===== src/rtl/rc4_key_search_ctrl.sv =====
// Sequencer for the RC4 brute-force key search.
// Steps a 24-bit candidate key over [KEY_START, KEY_MAX]. For each candidate it runs the
// S-array init, KSA and PRGA/decrypt phases in that order. It owns the single-port S-memory
// and routes the active phase's request onto it.
module rc4_key_search_ctrl #(
  parameter logic [23:0] KEY_START     = 24'h000000,
  parameter logic [23:0] KEY_MAX       = 24'h3FFFFF,
  parameter int unsigned PHASE_TIMEOUT = 4096
) (
  input  logic        clk,
  input  logic        reset,
  input  logic        start_search,

  output logic        init_commenco,
  output logic        ksa_commenco,
  output logic        prga_commenco,
  input  logic        init_finito,
  input  logic        ksa_finito,
  input  logic        prga_finito,
  input  logic        prga_valid,

  input  logic [7:0]  init_address,
  input  logic [7:0]  init_data,
  input  logic        init_wen,
  input  logic [7:0]  ksa_address,
  input  logic [7:0]  ksa_data,
  input  logic        ksa_wen,
  input  logic [7:0]  prga_address,
  input  logic [7:0]  prga_data,
  input  logic        prga_wen,

  output logic [7:0]  s_address,
  output logic [7:0]  s_data,
  output logic        s_wen,

  output logic [23:0] secret_key,
  output logic        busy,
  output logic        found,
  output logic        failed,
  output logic        timeout_err
);

  typedef enum logic [3:0] {
    StIdle,
    StInitGo,
    StInitWait,
    StKsaGo,
    StKsaWait,
    StPrgaGo,
    StPrgaWait,
    StCheck,
    StNextKey,
    StFound,
    StFail
  } state_e;

  // A zero timeout disables the watchdog entirely.
  localparam logic        TimeoutEn = (PHASE_TIMEOUT != 0);
  localparam logic [31:0] TimerLast = 32'(PHASE_TIMEOUT) - 32'd1;

  state_e      state_q, state_d;
  logic [23:0] key_q, key_d;
  logic        hit_q, hit_d;
  logic [31:0] timer_q, timer_d;
  logic        timeout_err_q, timeout_err_d;
  logic        timer_expired;

  // The WAIT state has run PHASE_TIMEOUT cycles once the counter sits at its last value.
  assign timer_expired = TimeoutEn && (timer_q == TimerLast);

  // State register.
  always_ff @(posedge clk) begin
    if (reset) begin
      state_q <= StIdle;
    end else begin
      state_q <= state_d;
    end
  end

  // Datapath registers: candidate key, PRGA hit flag, phase timer, timeout flag.
  always_ff @(posedge clk) begin
    if (reset) begin
      key_q         <= KEY_START;
      hit_q         <= 1'b0;
      timer_q       <= '0;
      timeout_err_q <= 1'b0;
    end else begin
      key_q         <= key_d;
      hit_q         <= hit_d;
      timer_q       <= timer_d;
      timeout_err_q <= timeout_err_d;
    end
  end

  // Next-state and datapath next values.
  always_comb begin
    state_d       = state_q;
    key_d         = key_q;
    hit_d         = hit_q;
    timer_d       = timer_q;
    timeout_err_d = timeout_err_q;

    unique case (state_q)
      StIdle, StFound, StFail: begin
        if (start_search) begin
          key_d         = KEY_START;
          hit_d         = 1'b0;
          timeout_err_d = 1'b0;
          state_d       = StInitGo;
        end
      end

      StInitGo: begin
        timer_d = '0;
        state_d = StInitWait;
      end

      StInitWait: begin
        // A finito arriving on the timeout cycle still counts as success.
        if (init_finito) begin
          state_d = StKsaGo;
        end else if (timer_expired) begin
          timeout_err_d = 1'b1;
          state_d       = StFail;
        end else begin
          timer_d = timer_q + 32'd1;
        end
      end

      StKsaGo: begin
        timer_d = '0;
        state_d = StKsaWait;
      end

      StKsaWait: begin
        if (ksa_finito) begin
          state_d = StPrgaGo;
        end else if (timer_expired) begin
          timeout_err_d = 1'b1;
          state_d       = StFail;
        end else begin
          timer_d = timer_q + 32'd1;
        end
      end

      StPrgaGo: begin
        timer_d = '0;
        hit_d   = 1'b0;
        state_d = StPrgaWait;
      end

      StPrgaWait: begin
        if (prga_finito) begin
          hit_d   = prga_valid;
          state_d = StCheck;
        end else if (timer_expired) begin
          timeout_err_d = 1'b1;
          state_d       = StFail;
        end else begin
          timer_d = timer_q + 32'd1;
        end
      end

      StCheck: begin
        if (hit_q) begin
          state_d = StFound;
        end else if (key_q == KEY_MAX) begin
          state_d = StFail;
        end else begin
          state_d = StNextKey;
        end
      end

      StNextKey: begin
        // Cannot wrap: CHECK stops the search at KEY_MAX.
        key_d   = key_q + 24'd1;
        state_d = StInitGo;
      end

      default: begin
        state_d = StIdle;
      end
    endcase
  end

  // Outputs: phase start pulses, status, and the S-memory mux, all decoded from state.
  always_comb begin
    init_commenco = 1'b0;
    ksa_commenco  = 1'b0;
    prga_commenco = 1'b0;
    s_address     = 8'h00;
    s_data        = 8'h00;
    s_wen         = 1'b0;
    busy          = 1'b1;
    found         = 1'b0;
    failed        = 1'b0;

    unique case (state_q)
      StIdle: begin
        busy = 1'b0;
      end
      StInitGo, StInitWait: begin
        init_commenco = (state_q == StInitGo);
        s_address     = init_address;
        s_data        = init_data;
        s_wen         = init_wen;
      end
      StKsaGo, StKsaWait: begin
        ksa_commenco = (state_q == StKsaGo);
        s_address    = ksa_address;
        s_data       = ksa_data;
        s_wen        = ksa_wen;
      end
      StPrgaGo, StPrgaWait: begin
        prga_commenco = (state_q == StPrgaGo);
        s_address     = prga_address;
        s_data        = prga_data;
        s_wen         = prga_wen;
      end
      StFound: begin
        busy  = 1'b0;
        found = 1'b1;
      end
      StFail: begin
        busy   = 1'b0;
        failed = 1'b1;
      end
      default: begin
        busy = 1'b1;
      end
    endcase
  end

  assign secret_key  = key_q;
  assign timeout_err = timeout_err_q;

endmodule


===== config.mk =====
export PLATFORM = sky130hd
export DESIGN_NAME = rc4_key_search_ctrl
export DESIGN_NICKNAME = d
export VERILOG_FILES = /design/src/rtl/rc4_key_search_ctrl.sv
export SDC_FILE = /design/constraint.sdc
export NUM_CORES = 1
export LEC_CHECK = 0
export CORE_MARGIN = 8
export CORE_UTILIZATION = 53
export CTS_BUF_LIST = sky130_fd_sc_hd__clkbuf_4
export DETAILED_ROUTE_END_ITERATION = 16
export HOLD_SLACK_MARGIN = 0.02
export PLACE_DENSITY = 0.91
export SLEW_MARGIN = 20
export SYNTH_ARGS = -nofsm -noshare
export SYNTH_HDL_FRONTEND = slang
export SYNTH_SLANG_ARGS = --single-unit

===== constraint.sdc =====
create_clock -name clk -period 3.3 [get_ports clk]
set_input_delay 0.33 -clock clk [delete_from_list [all_inputs] [get_ports clk]]
set_output_delay 0.33 -clock clk [all_outputs]
set_load 0.03 [all_outputs]

==> reports/results.ini <==
[critical_path]
crit_buf_inv = 2
max_stage_delay_ns = 0.79
path_delay_family = flip-flops
crit_cells = 5
r2r_slack_ns = 0.70
critPathLaunch = state_q[1]
cp-start-kind = flop
timing.critical_path.cells = xnor2_1 > o21ba_2 > nor2_1 > inv_1 > clkdlybuf4s50_1
required_ns = 2.97
crit_arrival_ns = 2.62
critical_path_class = flop to primary output
cp_max_fo = 21
r2r_cells = 6
rr_startpoint = state_q[2]
crit_slowest_cell = dfxtp_1
crit_path_end_kind = primary output

[sta]
worstMarginPinSlew_ns = 0.9548
max_freq_mhz = 338.9
tns_ns = 0
slew_violations = 0
setup_viol = 0
finalCritPeriodShare_pct = 89.43
fin_crit_ns = 2.951
fin_ws_ns = 0.3489
timing.slew.headroom_pct = 35.92
clock_skew_ns = 0.01558
final_hold_viol_count = 0
rsz0062_at_grt = false

[floorplan]
num_rows = 30
start_util_pct = 54.28
pin_count = 106
die_h_microns = 98.96
die_x_microns = 98.96
die_area_sq_mm = 0.009792
core_sq_mm = 0.006719

[placement]
dp_hpwl_mm = 8.508
dp_slack_ns = 0.7764
gp_congestion = 0.9343
port_buffers = 105

[cts]
clk_pin_slew_worst_paths_ns = 0.10
cts_root_buf = clkbuf_4
clkLatencyLatePin_ns = 0.42
cts_inserted_buffers = 9
ctsHtreeMaxLevel = 3
clock-sinks = 62
clock_path_buffers = 2
post_cts_buffers = 0
cts_tree = done
cts_hold_buf = 0
cts_resized = 0

[global_route]
grt_pass1_vias = 3770
grt_max_degree = 33
grt_pass1_wl_mm = 18.16
antenna_found_initial = 0
overflow = 0
grt_usage_pct = 22.37

[yosys]
async_reset_ff_share_pct = 0
ys_seq_area_share_pct = 34.03
syn-num-nets = 525
synth.avg_cell_area_sq_um = 7.844
synth_warnings = 0
yosys-top-cells-area = dfxtp_1 34%, a222oi_1 4.7%, a21oi_1 4.4%
synth_seq_cells = 62
synth_edf_count = 0
synth_top_area_cell = dfxtp_1
synth.distinct_cells = 56
synth_ff_type = dfxtp_1
synthCells = 465
synth_top_area_share_pct = 34.03
synth_area_sq_mm = 0.003647

[drt]
drt_pass1_iterations = 8
vias = 4057
wl_mm = 11.39
ant_nets = 0
drt_iter0_drc = 403
vias_per_cell = 6.261
wl_per_cell_microns = 17.58
drc = 0

[job]
drv_cap = 0

[final_layout]
syn_to_final_growth_pct = 33.86
antennaDiodeCount = 0
fill_cells = 504
seqCellArea_sq_mm = 0.001241
layout-drive-gt1-share_pct = 9.683
final_common_cell = clkdlybuf4s50_1
final_cell_mix = 88 x clkdlybuf4s50_1, 62 x dfxtp_1, 38 x nor2_1
final_nets = 623
multi_input_area_sq_mm = 0.002182

[power_and_ir_drop]
power-per-cell-area_mw_per_mm2 = 613.1
p_leak_uw = 0.001707
peakVddDrop_mv = 0.5191
finalPower_uw = 2993

[worst_hold_path]
hold_path.class = flop to flop
hold_start = timeout_err
whs_path_depth = 2

[outcome]
status = complete, no violations

==> worst min-delay path: stages (launching register included) <==
cell and delay, ns:
dfxtp_1 0.34, nand3_1 0.06, o21ai_0 0.06
==> stage by stage <==
step	cells	util, %	area, sq um	hold slack [ns]
6_report	648	72.66	4882	0.5053
5_1_grt	648	72.66	4882	0.5408
4_1_cts	648	72.66	4882	0.5019
3_5_place_dp	632	69.91	4697	0.4902
3_3_place_gp	632	69.91	4697	0.4793
2_1_floorplan	465	-	3647	0.4581
==> worst paths after layout <==
check	endpoint
worst max-delay path	busy
worst min-delay path	timeout_err
worst max register to register	timer_q[7]
worst min register to register	timeout_err
==> synth_stat cells (3+ instances only) <==
cell	n
xor2_1	5
or3_1	16
nand2b_1	7
or2_2	3
and3_1	6
nor2_1	38
o211ai_1	9
o311ai_0	3
nand3_1	23
clkbuf_1	14
o2111ai_1	3
dfxtp_1	62
o31ai_1	4
nor2b_1	4
xnor2_1	10
a222oi_1	17
mux2_2	4
nor3b_1	3
nand4_1	18
and4_1	7
inv_1	27
buf_2	8
nor4_1	10
and2_1	5
or4_1	9
o21ai_0	22
nor3_1	24
a21oi_1	32
nand2_1	32
a311oi_1	4
o21a_1	5
==> layout make-up <==
cell class | count | share of cell area (%)
Clock buffer | 12 | 1.845
Clock inverter | 4 | 1.948
Inverter | 28 | 2.153
Multi-Input combinational cell | 349 | 44.69
Sequential cell | 62 | 25.42
Tap cell | 80 | 2.050
Timing Repair Buffer | 113 | 21.89
==> state kept, by name, summed over array words and instances (netlist names) <==
signal	cells
hit_q	1
secret_key	24
state_q	4
timeout_err	1
timer_q	32
==> cell families (layout without fill, tap and decap cells) <==
group / count (synthesis) / count (layout) / share of synthesized area (%)
buffers and inverters: 54 / 157 / 6.243
xor gates and xnor gates: 15 / 15 / 3.602
DFF: 62 / 62 / 34.03
adders and majority gates: 2 / 2 / 0.6860
muxes: 6 / 6 / 1.784
and+or+nand+nor: 213 / 213 / 32.28
AOI/OAI and AO/OA: 113 / 113 / 21.37
==> power by group <==
| group | internal, uW | switching, uW |
|---|---|---|
| clock network | 409 | 265 |
| registers | 767 | 88.1 |
| logic | 548 | 916 |
| total | 1720 | 1270 |
==> routing by layer <==
layer / GRT usage, % / share of wire (%)
met5: 0 / 0
met4: 8.501 / 2.0
met3: 5.990 / 6.8
met2: 38.36 / 52
met1: 25.85 / 40
Note: power is estimated with default switching activity, not from simulation.
